===== config.mk =====
export PLATFORM = sky130hd
export DESIGN_NAME = lcg_vec_source
export DESIGN_NICKNAME = d
export VERILOG_FILES = /design/src/rtl/lcg_stim_pkg.sv /design/src/rtl/lcg32_step.sv /design/src/rtl/lcg_vec_source.sv
export SDC_FILE = /design/constraint.sdc
export NUM_CORES = 1
export LEC_CHECK = 0
export ABC_AREA = 1
export BUFFER_PORTS_ARGS = -buffer_cell sky130_fd_sc_hd__buf_2
export CELL_PAD_IN_SITES_DETAIL_PLACEMENT = 1
export CELL_PAD_IN_SITES_GLOBAL_PLACEMENT = 1
export CORE_MARGIN = 2
export CORE_UTILIZATION = 30
export CTS_CLUSTER_DIAMETER = 40
export DETAILED_ROUTE_END_ITERATION = 8
export MAX_ROUTING_LAYER = met4
export PLACE_DENSITY = 0.65
export SLEW_MARGIN = 20
export SYNTH_ARGS = -nofsm -noshare
export SYNTH_HDL_FRONTEND = slang
export SYNTH_SLANG_ARGS = --single-unit

===== constraint.sdc =====
create_clock -name clk -period 16.3 [get_ports clk]
set_input_delay 1.63 -clock clk [delete_from_list [all_inputs] [get_ports clk]]
set_output_delay 1.63 -clock clk [all_outputs]
set_load 0.01 [all_outputs]

===== src/rtl/lcg_stim_pkg.sv =====
// rtl/lcg_stim_pkg.sv - shared constants, enums and LCG step function for the vector source
package lcg_stim_pkg;

  localparam logic [31:0] LCG_A = 32'h41C6_4E6D;
  localparam logic [31:0] LCG_C = 32'h0000_3039;

  // Mode codes 2 and 3 are reserved and decode as LCG.
  typedef enum logic [1:0] {
    MODE_LCG  = 2'd0,
    MODE_WALK = 2'd1
  } mode_e;

  typedef enum logic [1:0] {
    ST_IDLE  = 2'd0,
    ST_FILL  = 2'd1,
    ST_VALID = 2'd2,
    ST_DONE  = 2'd3
  } state_e;

  // One generator advance: state*A + C, truncated to 32 bits.
  function automatic logic [31:0] lcg_next(input logic [31:0] cur);
    return cur * LCG_A + LCG_C;
  endfunction

endpackage


===== src/rtl/lcg32_step.sv =====
// rtl/lcg32_step.sv - combinational 32-bit LCG multiply-add
module lcg32_step
  import lcg_stim_pkg::*;
(
  input  logic [31:0] cur,
  output logic [31:0] nxt
);

  assign nxt = lcg_next(cur);

endmodule


===== src/rtl/lcg_vec_source.sv =====
// rtl/lcg_vec_source.sv - LCG / walking-one stimulus vector source with valid/ready output
module lcg_vec_source
  import lcg_stim_pkg::*;
#(
  parameter int          OUT_W = 133,
  parameter logic [31:0] SEED  = 32'h9B61_D45D,
  parameter int          CNT_W = 32
) (
  input  logic             clk,
  input  logic             rst_n,
  input  logic             start,
  input  logic             abort,
  input  logic             seed_load,
  input  logic [31:0]      seed_i,
  input  logic [1:0]       mode_i,
  input  logic [CNT_W-1:0] cycles_i,
  output logic [OUT_W-1:0] out_vec,
  output logic             out_valid,
  input  logic             out_ready,
  output logic [CNT_W-1:0] vec_count,
  output logic             busy,
  output logic             done
);

  // Number of 32-bit draws per vector; the last one is truncated to fit OUT_W.
  localparam int WORDS = (OUT_W + 31) / 32;
  localparam int IDX_W = (WORDS > 1) ? $clog2(WORDS) : 1;
  localparam int POS_W = (OUT_W > 1) ? $clog2(OUT_W) : 1;

  localparam logic [IDX_W-1:0] LAST_IDX  = IDX_W'(WORDS - 1);
  localparam logic [POS_W-1:0] LAST_POS  = POS_W'(OUT_W - 1);
  localparam logic [OUT_W-1:0] VEC_ONE   = OUT_W'(1);
  localparam logic [OUT_W-1:0] WORD_MASK = OUT_W'(32'hFFFF_FFFF);

  state_e           state_q;
  state_e           state_d;
  logic [1:0]       mode_q;
  logic [CNT_W-1:0] cycles_q;
  logic [31:0]      lcg;
  logic [31:0]      lcg_nxt;
  logic [IDX_W-1:0] fill_idx;
  // Bit position of the walking one; tracks vec_count % OUT_W without a divider.
  logic [POS_W-1:0] walk_pos;

  logic             walk_mode;
  logic             fill_last;
  logic             run_last;
  logic [IDX_W+4:0] shamt;
  logic [OUT_W-1:0] fill_vec;

  lcg32_step u_step (
    .cur (lcg),
    .nxt (lcg_nxt)
  );

  assign walk_mode = (mode_q == MODE_WALK);
  assign fill_last = (fill_idx == LAST_IDX);
  assign run_last  = ((vec_count + CNT_W'(1)) == cycles_q);

  // Word k lands at bit 32*k; bits shifted past OUT_W fall off, truncating the last word.
  assign shamt    = {fill_idx, 5'd0};
  assign fill_vec = (out_vec & ~(WORD_MASK << shamt)) | (OUT_W'(lcg_nxt) << shamt);

  // State register
  always_ff @(posedge clk or negedge rst_n) begin
    if (!rst_n) begin
      state_q <= ST_IDLE;
    end else begin
      state_q <= state_d;
    end
  end

  // Next-state selection and state-decoded status outputs; abort overrides everything
  always_comb begin
    state_d   = state_q;
    out_valid = 1'b0;
    busy      = 1'b0;
    done      = 1'b0;
    case (state_q)
      ST_IDLE, ST_DONE: begin
        if (start) begin
          state_d = (cycles_i == '0) ? ST_DONE : ST_FILL;
        end
      end
      ST_FILL: begin
        if (walk_mode || fill_last) begin
          state_d = ST_VALID;
        end
      end
      ST_VALID: begin
        if (out_ready) begin
          state_d = run_last ? ST_DONE : ST_FILL;
        end
      end
      default: state_d = ST_IDLE;
    endcase
    if (abort) begin
      state_d = ST_IDLE;
    end
    out_valid = (state_q == ST_VALID);
    busy      = (state_q == ST_FILL) || (state_q == ST_VALID);
    done      = (state_q == ST_DONE);
  end

  // Run setup, generator advance, vector assembly and acceptance counting
  always_ff @(posedge clk or negedge rst_n) begin
    if (!rst_n) begin
      lcg       <= SEED;
      out_vec   <= '0;
      vec_count <= '0;
      cycles_q  <= '0;
      mode_q    <= MODE_LCG;
      fill_idx  <= '0;
      walk_pos  <= '0;
    end else if (abort) begin
      // Generator state and count survive an abort so a later run continues the sequence.
      lcg       <= lcg;
    end else begin
      case (state_q)
        ST_IDLE, ST_DONE: begin
          if (start) begin
            mode_q    <= mode_i;
            cycles_q  <= cycles_i;
            vec_count <= '0;
            fill_idx  <= '0;
            walk_pos  <= '0;
            if (seed_load) begin
              lcg <= seed_i;
            end
          end
        end
        ST_FILL: begin
          if (walk_mode) begin
            out_vec <= VEC_ONE << walk_pos;
          end else begin
            lcg      <= lcg_nxt;
            out_vec  <= fill_vec;
            fill_idx <= fill_last ? '0 : fill_idx + IDX_W'(1);
          end
        end
        ST_VALID: begin
          if (out_ready) begin
            vec_count <= vec_count + CNT_W'(1);
            walk_pos  <= (walk_pos == LAST_POS) ? '0 : walk_pos + POS_W'(1);
          end
        end
        default: begin
          fill_idx <= '0;
        end
      endcase
    end
  end

endmodule


# --- Word level (Yosys, flattened, before mapping) ---
# Index checks and enable logic that the tools add are counted.
word_totals:
  regBits: 244
  input_bits: 72
  output_inout_bits: 168
  elab_cells: 70
classes:
  add_sub_neg: 4
  mul: 1
  n_eq_ne: 14
  n_shift: 3
  muxes: 23
  bitwise: 4
  n_reduce_logical: 13
op_table:
  columns: ["op", "count"]
  rows:
  - ["$mux 32", 5]
  - ["$and 133x133->133", 1]
  - ["$mux 133", 1]
  - ["$not 133->133", 1]
  - ["$or 133x133->133", 1]
  - ["$shl 1x8->133 const A", 1]
  - ["$shl 32x8->133", 1]
  - ["$shl 32x8->133 const A", 1]
  - ["$pmux 32 s2", 2]
  - ["$add 32x1->32 const B", 1]
  - ["$add 32x14->32 const B", 1]
  - ["$eq 32x32->1", 1]
  - ["$logic_not 32->1", 1]
  - ["$mul 32x31->32 const B", 1]
  - ["$mux 8", 3]
  - ["$pmux 8 s2", 1]
  - ["$mux 2", 6]
  - ["$mux 3", 3]
  - ["$add 8x1->8 const B", 1]
  - ["$eq 8x8->1 const B", 1]
  - ["$reduce_and 4->1", 2]
  - ["$ne 2x2->1 const B", 3]
  - ["$ne 3x3->1 const B", 2]
  - ["$pmux 2 s3", 1]
  - ["other kinds (15)", 20]

# --- Logic depth before layout (Yosys ltp) ---
# Gate-level depths: netlist of the first run.
logic_depth:
  depth_word: 6
  mapped_depth: 29
  ltp_nobuf: 29

# --- Cells and area by module ---
# Synthesis of the first run repeated with hierarchy kept, for this count alone.
unflattened:
  hier_cells: 2970
  area_unflattened_um2: 23562.6
modules_own_cells:
  columns: ["module", "n_inst", "cells_each", "area_per_inst_um2", "seq_area_each_um2"]
  rows:
  - ["lcg_vec_source", 1, 1808, 13788.2, 6127.1]
  - ["lcg32_step", 1, 1162, 9774.4, 0.0]

# --- Least setup slack after synthesis of the first run ---
# Ideal clock, no wire load.
synth_path:
  path_type: "flip-flop to flip-flop"
  start: "register lcg[6]"
  end: "register out_vec[90]"
  setup_ps: 77
  t_arrival_ps: 5992
  t_required_ps: 16223
  slack_ps: 10231
  path_stages_with_launch: 28
  n_path_buf: 0
  period_less_slack_ps: 6069
  cell_sequence: "dfstp_2 > ha_1 > xor2_1 > ha_1 > a21oi_1 > fa_1 > fa_1 > inv_1 > fa_1 > inv_1 > fa_1 > inv_1 > fa_1 > inv_1 > fa_1 > inv_1 > ha_1 > nand2_1 > inv_1 > nand2_1 > nor2_1 > nand4_1 > nand3_2 > nand3_1 > nand2_2 > xor2_2 > nand3_1 > a21oi_1"
synth_between:
  elab_chain_len: 5
synth_rtl:
  columns: ["item", "line_no", "source"]
  rows:
  - ["from (decl)", "lcg_vec_source.sv:39", "logic [31:0] lcg;"]
  - ["from (signal assigned)", "lcg_vec_source.sv:117", "lcg <= lcg;"]
  - ["from (signal assigned)", "lcg_vec_source.sv:128", "lcg <= seed_i;"]
  - ["from (signal assigned)", "lcg_vec_source.sv:136", "lcg <= lcg_nxt;"]
  - ["$mul 32x31->32", "lcg_stim_pkg.sv:22", "return cur * LCG_A + LCG_C;"]
  - ["$add 32x14->32", "lcg_stim_pkg.sv:22", null]
  - ["$shl 32x8->133", "lcg_vec_source.sv:62", "assign fill_vec = (out_vec & ~(WORD_MASK << shamt)) | (OUT_W'(lcg_nxt) << shamt);"]
  - ["$or 133x133->133", "lcg_vec_source.sv:62", null]
  - ["$mux 133", "lcg_vec_source.sv:133", "if (walk_mode) begin"]
  - ["to (signal assigned)", "lcg_vec_source.sv:134", "out_vec <= VEC_ONE << walk_pos;"]
  - ["to (signal assigned)", "lcg_vec_source.sv:137", "out_vec <= fill_vec;"]
  - ["to (decl)", "lcg_vec_source.sv:17", "output logic [OUT_W-1:0] out_vec,"]
# Every way passes these cells.
# A chain may end at the register's enable or synchronous reset.

# --- Final worst setup path of the first run ---
layout_path:
  start: "register lcg[0]"
  end: "register out_vec[20]"
# Same word-level chain as after synthesis.

==> parameters.txt, run 1 <==
Parameter                              Value

Global routing
  Global routing usage on met2 ... between 30% and 40%
  Number of global-route vias before repair ... 23400
  Maximum number of pins on one net before global-route repair ... just under 90
  GRT busiest layer ... met2
  Met1 usage in global routing ... between 30% and 40%
  Initial antenna violation count ... 2
  Fraction of met3 tracks used by global routing ... 4.51%
  Total congestion overflow after global routing ... 0
  Combined global-route utilization of all metal layers ... 24.3%
  Global-route wire length before repair ... around 150000 µm

Outcome
  Result of the run ... completed

Final layout
  Post-layout net count ... between 3000 and 4000
  Number of diodes added for antenna fixing ... 0
  Layout overhead on the synthesized area ... 18.2%
  Share of final-layout standard cells stronger than drive strength 1 ... 14.5%
  Non-filler cells in the finished layout ... approximately 4400
  Most frequent cells in the layout ... inv_1 (570), nand2_1 (493), nor2_1 (319)
  Commonest non-fill, non-tap cell in the layout ... inv_1

Clock network
  CTS clock-pin slew for the worst setup and hold paths ... 0.05 ns
  Total CTS buffers ... 61
  CTS tree ... yes
  H-tree level count ... 2
  Post-cts hold buffer count ... 0
  Latest clock arrival within the worst-skew pair ... 0.63 ns
  Clock buffer depth ... 3
  Quantity of gates resized following cts ... 0
  Post CTS Setup Buffer Count ... 0
  Library cell used as clock root buffer ... clkbuf_16
  Sinks on Clock Net ... 244

Timing
  Worst rel slew slack ... 25.5%
  Clock Skews ... approximately 0.032 ns
  Achievable frequency ... 137 MHz
  Final-report setup violation count ... 0
  Setup WS post-layout ... 8.99 ns
  Total count of max-transition violations in the final report ... 0
  Final period utilization ... between 40% and 50%
  Unrepaired setup endpoints after global routing ... false
  Final critical delay including setup and external delays ... 7.31 ns
  Fin Setup TNS ... 0 ns
  Final Hold Violating Endpoints ... 0
  Hold slack final ... 0.502 ns
  Measured slew at the worst slew-check pin ... ~1.1 ns

Logic synthesis
  Post-synthesis register bit count ... 244
  Number of enable-type register cells in the synthesized netlist ... 0
  Area share of the largest cell type after synthesis ... between 20% and 30%
  Top cell type by total area after synthesis ... dfrtp_1
  Simple logic cell fraction of the synthesized area ... between 20 and 25%
  Syn Area/Cell ... 7.81 µm²
  Synthesized instance count ... 3046
  Area of the mapped netlist ... 0.0238 mm²
  Synthesized Nets ... 3526
  YS warnings ... 0
  XOR/XNOR Fraction of Synth Area ... 2.55%
  Most used flip-flop cell after synthesis ... dfrtp_1
  Share of the synthesized area in compound gates (AO/OA/AOI/OAI) ... between 10% and 20%
  Combinational family with the most area after synthesis ... adder cells
  Cells taking the most area after synthesis ... dfrtp_1 (24%), fa_1 (16%), ha_1 (12%)
  Post-synthesis sequential area ratio ... roughly 26%
  Synth unique cells ... 57
  Mux share of post-synthesis cell area ... less than 1%
  Fraction of the mapped netlist area in adder cells ... 27.3%
  Fraction of registers with async set/reset ... 100%

Placement
  Total placed cells including tap cells ... 4244
  Quantity of I/O buffers inserted on ports ... 239
  Worst slack after detailed placement ... 9.13 ns
  Sum of net half-perimeters after detailed placement ... ~75000 µm
  Global placer's final weighted congestion ... 0.961

Critical path
  WP data required ... 16.85 ns
  Crit Reg-Reg Endpoint ... out_vec[20]
  Kind of launch point of the worst setup path ... flip-flop
  Flop-to-flop setup slack ... approximately 9 ns
  Critical setup path kind ... flip-flop to flip-flop
  Cell count of the worst reg-to-reg path ... 24
  Startpoint of the most critical register-to-register path ... lcg[0]
  Crit path capture type ... flip-flop
  Largest fanout on the critical path ... 13
  Crit path DAT ... 7.86 ns

Die
  Height of the die ... approximately 290 µm
  Core box area ... 0.0787 mm²
  Top Ports ... 240
  Placement row count ... 103
  DIE WIDTH ... 286 µm
  Die ar. ... 0.0816 mm²
  Starting density of the core ... 30.2%

Hold path
  Hold Crit Class ... flip-flop to flip-flop
  Hold Crit Start ... cycles_q[5]
  End point of the most critical hold path ... cycles_q[5]
  Worst hold path cell count ... 2

Routing
  Number of remaining DRC errors ... 0
  Iteration-0 DRC Markers ... 1473
  Detailed-route via count ... 21900
  Post-route antenna net violation count ... 0
  Total wirelength of the detailed-routed design ... 95800 µm
  Via density ... between 5 and 6
  Average detailed-routed wire length per instance ... 22.0 µm
  Number of iterations in the first detailed-routing pass ... 5

Job
  Max capacitance violation total ... 0
==> sequential cells by signal, indices dropped and copies added, names as in the netlist <==
register   cells
cycles_q      32
fill_idx       3
lcg           32
mode_q         2
out_vec      133
state_q        2
vec_count     32
walk_pos       8
==> layer usage <==
metal	vias to the layer above	routed length, µm	share of wire, %
met4	0	2680	2.8
met2	560	45000	47
met1	11000	42500	44
met3	125	5670	5.9
li1	10200	-	-
met5	-	0	0
==> synthesized netlist by cell type (24+ instances only) <==
cell type    n
a211oi_1    48
a21oi_1    151
clkbuf_1    89
dfrtp_1    227
fa_1       187
ha_1       221
inv_1      571
nand2_1    493
nand3_1    162
nand4_1     41
nor2_1     321
o21ai_0    147
o22ai_1     54
xor2_1      24
==> critical path: stages, from the launching register on <==
cell and delay [ns]:
dfstp_2 0.85, inv_1 0.23, ha_1 0.51, inv_1 0.29
ha_1 0.20, inv_1 0.06, fa_1 0.39, fa_1 0.51
inv_1 0.04, ha_1 0.26, inv_1 0.05, fa_1 0.54
inv_1 0.06, fa_1 0.52, fa_1 0.44, ha_1 0.39
a21o_1 0.23, o21bai_1 0.18, a21oi_1 0.24, o21ai_4 0.12
nand2_2 0.08, nand2_2 0.05, xor2_2 0.58, nand3_1 0.20
a21oi_1 0.20
==> through the flow <==
step	area, µm²	utilization, %
after CTS	28100	35.7
after floorplan	23800	-
after global routing	28100	35.7
after detailed placement	26100	33.1
after global placement	26100	33.1
final	28100	35.7
==> area by class of cell <==
class	instances	area, µm²
fill	9619	50600
multi-input combinational	2097	15000
sequential	244	6130
inverter	589	2210
clock buffer	82	1710
timing repair buffer	264	1390
tap	1050	1310
clock inverter	32	327
==> logic make-up (layout without fill, tap and decap cells) <==
logic type / count (synthesis) / in the layout
AOI/OAI and AO/OA: 510 / 510
adders and majority gates: 408 / 408
DFF: 244 / 244
muxes: 1 / 1
xor gates and xnor gates: 59 / 59
and+or+nand+nor: 1119 / 1119
buffers and inverters: 705 / 967
==> worst max-delay path by stage <==
stage / from / to
floorplan: lcg[6] / out_vec[90]
global placement: lcg[0] / out_vec[84]
detailed placement: lcg[0] / out_vec[52]
CTS: lcg[0] / out_vec[20]
global route: lcg[0] / out_vec[52]
finish: lcg[0] / out_vec[20]
Power of run 1 is not shown: default switching activity piles up to over one toggle a cycle in this logic, so the estimate is an artifact.
==> inputs of run 2 (changes only) <==
ABC_AREA = 0   (was 1)
PLACE_DENSITY = 0.66   (was 0.65)
clock period = 6.1 ns   (was 16.3 ns; I/O delays follow)
==> run 2 against run 1 <==
The run now ends with negative setup slack left. Die area down 8.3%. Register-to-register slack worse by 9.6 ns. Sequential share of layout area down 1.1 points. First-iteration DRC count down 22%. Global-route usage up 0.98 points. Non-clock buffer count up 221.
==> parameters.txt, run 2 <==
Parameter                              Value

Placement
  Global placer's final weighted congestion ... 0.978 (+1.7%)
  Instance area at placement ... 0.0258 mm² (-0.99%)
  Quantity of I/O buffers inserted on ports ... 239 (unchanged)
  Sum of net half-perimeters after detailed placement ... 72600 µm (-2.6%)

Routing
  Number of remaining DRC errors ... 0 (unchanged)
  Detailed-route via count ... 19500 (-11%)
  Post-route antenna net violation count ... 0 (unchanged)
  Detailed-routing wirelength on met1 ... 36300 µm (-15%)
  Total wirelength of the detailed-routed design ... 92500 µm (-3.4%)
  Highest layer used for signal routing ... met4
  Average detailed-routed wire length per instance ... 24.6 µm (+12%)
  Routed wl met2 ... 46200 µm (+2.6%)
  Amount of wire on met3 after detailed routing ... 6590 µm (+16%)
  Via density ... 5.18 (+3.2%)
  Number of iterations in the first detailed-routing pass ... 5 (unchanged)
  Iteration-0 DRC Markers ... 1156 (-22%)

Final layout
  Share of final-layout standard cells stronger than drive strength 1 ... 32.8% (+18 points)
  Final std cell area, no fill ... 0.0297 mm² (+5.6%)
  Register containing the most flip-flops in the final layout ... out_vec
  Layout overhead on the synthesized area ... 36.2%
  Largest register FFs ... 133 (unchanged)
  Most frequent cells in the layout ... inv_1 (394), buf_2 (238), dfrtp_1 (218)
  Post-layout net count ... 3248 (-13%)
  Commonest non-fill, non-tap cell in the layout ... inv_1
  Register Area ... 0.00614 mm² (+0.14%)
  Filler cell count in the final layout ... 8096 (-16%)
  Multi-input gate area in the final layout ... 0.0153 mm² (+1.7%)

Logic synthesis
  Area of the mapped netlist ... 0.0218 mm² (-8.4%)
  YS warnings ... 0 (unchanged)
  Syn Area/Cell ... 9.43 µm² (+21%)
  Synthesized Nets ... 2791 (-21%)
  Synth unique cells ... 76 (+33%)
  Fraction of registers with async set/reset ... 100% (unchanged)
  Most used standard cell by instance count after synthesis ... inv_1
  Area share of the largest cell type after synthesis ... 26.1% (+2.2 points)
  Post-synthesis register bit count ... 244 (unchanged)
  Number of enable-type register cells in the synthesized netlist ... 0 (unchanged)
  Top cell type by total area after synthesis ... dfrtp_1
  Top post-synthesis cells by count ... inv_1 (426), dfrtp_1 (227), ha_1 (221)
  Synthesized instance count ... 2311 (-24%)
  Most used flip-flop cell after synthesis ... dfrtp_1
  Post-synthesis sequential area ratio ... 28.1% (+2.4 points)
  Cells taking the most area after synthesis ... dfrtp_1 (26%), fa_1 (17%), ha_1 (13%)

Die
  Top Ports ... 240 (unchanged)
  Height of the die ... 274 µm (-4.3%)
  Starting density of the core ... 30.4% (+0.15 points)
  DIE WIDTH ... 274 µm (-4.3%)
  Die ar. ... 0.0748 mm² (-8.3%)
  Core box area ... 0.0717 mm² (-8.9%)
  Placement row count ... 98 (-4.9%)

Clock network
  CTS tree ... yes
  Sinks on Clock Net ... 244 (unchanged)
  Total CTS buffers ... 60 (-1.6%)
  Clock buffer depth ... 3 (unchanged)
  H-tree level count ... 2 (unchanged)
  Post-cts hold buffer count ... 0 (unchanged)
  Latest clock arrival within the worst-skew pair ... 0.65 ns (+0.02 ns)
  CTS clock-pin slew for the worst setup and hold paths ... 0.05 ns (about the same)
  Library cell used as clock root buffer ... clkbuf_16

Job
  Max capacitance violation total ... 0 (unchanged)

Global routing
  Number of global-route vias before repair ... 21600 (-7.7%)
  Initial antenna violation count ... 2 (unchanged)
  Maximum number of pins on one net before global-route repair ... 148 (+68%)
  Total congestion overflow after global routing ... 0 (unchanged)
  Global-route wire length before repair ... 137000 µm (-6.0%)
  Combined global-route utilization of all metal layers ... 25.2% (+0.98 points)

Timing
  Final-report setup violation count ... 82 (+82)
  Hold slack final ... 0.0146 ns (-0.487 ns)
  Achievable frequency ... 150 MHz (+9.6%)
  Final period utilization ... 109% (+64 points)
  Measured slew at the worst slew-check pin ... 1.42 ns (+0.300 ns)
  Final Hold Violating Endpoints ... 0 (unchanged)
  Total count of max-transition violations in the final report ... 0 (unchanged)
  Clock Skews ... 0.0594 ns (+0.0278 ns)
  Unrepaired setup endpoints after global routing ... true
  Worst rel slew slack ... 5.37% (-20 points)
  Final critical delay including setup and external delays ... 6.67 ns (-0.641 ns)
  Setup WS post-layout ... -0.569 ns (-9.56 ns)

Hold path
  Hold Crit Class ... input port to async pin

Critical path
  Crit path DAT ... 7.19 ns (-0.67 ns)
  Largest fanout on the critical path ... 5 (-8)
  Critical setup path kind ... flip-flop to flip-flop
  Cell count of the worst reg-to-reg path ... 24 (unchanged)
  Crit path capture type ... flip-flop
  WP data required ... 6.62 ns (-10.23 ns)
  Kind of launch point of the worst setup path ... flip-flop

Outcome
  Result of the run ... finished, violations left
  Violated checks ... negative setup slack
==> run 2: cell count changes after synthesis, moves of 32 or more <==
cell      change
mux2_2       +37
nand2_1     -277
xnor2_1      +49
nor2_1      -230
nand4_1      -32
o221ai_1     +57
a21oi_1      -94
a211oi_1     -40
a22o_1       +43
nand3_1     -121
inv_1       -145
==> run 2: kinds of logic after synthesis <==
group	count (synthesis)	share of synthesized area, %
AO/OA/AOI/OAI	477	15.1
XOR/XNOR	107	4.30
adder cells (fa/ha/maj)	408	29.9
buffers and inverters	518	8.98
flip-flops	244	28.1
multiplexers	62	3.07
AND/OR/NAND/NOR	495	10.5
==> run 2: per-layer routing <==
| metal | up-vias | global-route usage (%) |
|---|---|---|
| li1 | 8722 | - |
| met1 | 10100 | 28.4 |
| met2 | 553 | 42.5 |
| met3 | 181 | 7.56 |
| met4 | 0 | 8.60 |
| met5 | - | - |
==> run 2: critical path: stages (launching register included) <==
cell	delay [ns]
dfrtp_2	0.46
ha_4	0.27
buf_4	0.14
xor2_2	0.18
ha_2	0.20
a21oi_4	0.14
fa_2	0.46
fa_1	0.49
inv_1	0.06
fa_1	0.51
fa_1	0.46
fa_1	0.52
inv_2	0.04
fa_1	0.50
inv_2	0.05
ha_4	0.23
a211oi_2	0.25
nor2_1	0.07
a211o_1	0.29
a21oi_4	0.21
nand3_2	0.11
a31o_1	0.25
a21oi_4	0.19
xnor2_4	0.14
a221o_1	0.33
==> run 2: repair_timing <==
item | CTS | global route
gates resized for setup | 147 | 145
setup endpoints to repair | 85 | 99
pin swaps | 89 | 105
setup buffers | 23 | 16
==> run 2: path summary, 6_finish.rpt <==
path | endpoint | slack (ns) | start
worst max-delay path | out_vec[62] | -0.57 | lcg[8]
worst min-delay path | out_vec[129] | 0.01 | rst_n
worst max register to register | out_vec[62] | -0.57 | lcg[8]
worst min register to register | out_vec[100] | 0.48 | out_vec[100]
max in group asynchronous | lcg[18] | 4.60 | rst_n
min in group clk | cycles_q[4] | 0.21 | cycles_i[4]
==> run 2: stage by stage <==
| stage | util, % | instances | setup WS, ns | TNS (ns) |
|---|---|---|---|---|
| 6_report | 41.4 | 3769 | -0.569 | -26.93 |
| 5_1_grt | 41.4 | 3769 | -0.750 | -41.75 |
| 4_1_cts | 40.3 | 3755 | -0.523 | -22.70 |
| 3_5_place_dp | 36.0 | 3623 | -0.700 | -32.84 |
| 3_3_place_gp | 36.0 | 3623 | -0.512 | -27.04 |
| 2_1_floorplan | - | 2311 | -0.145 | -1.14 |
==> run 2: cell type report <==
class,instances,share of cell area [%]
clock inverter,46,2.13
antenna,1,0.00843
sequential,244,20.7
inverter,428,5.42
clock buffer,66,5.27
multi-input combinational,1549,51.5
tap,950,4.00
timing repair buffer,485,10.9
Power of run 2 is left out for the same reason.
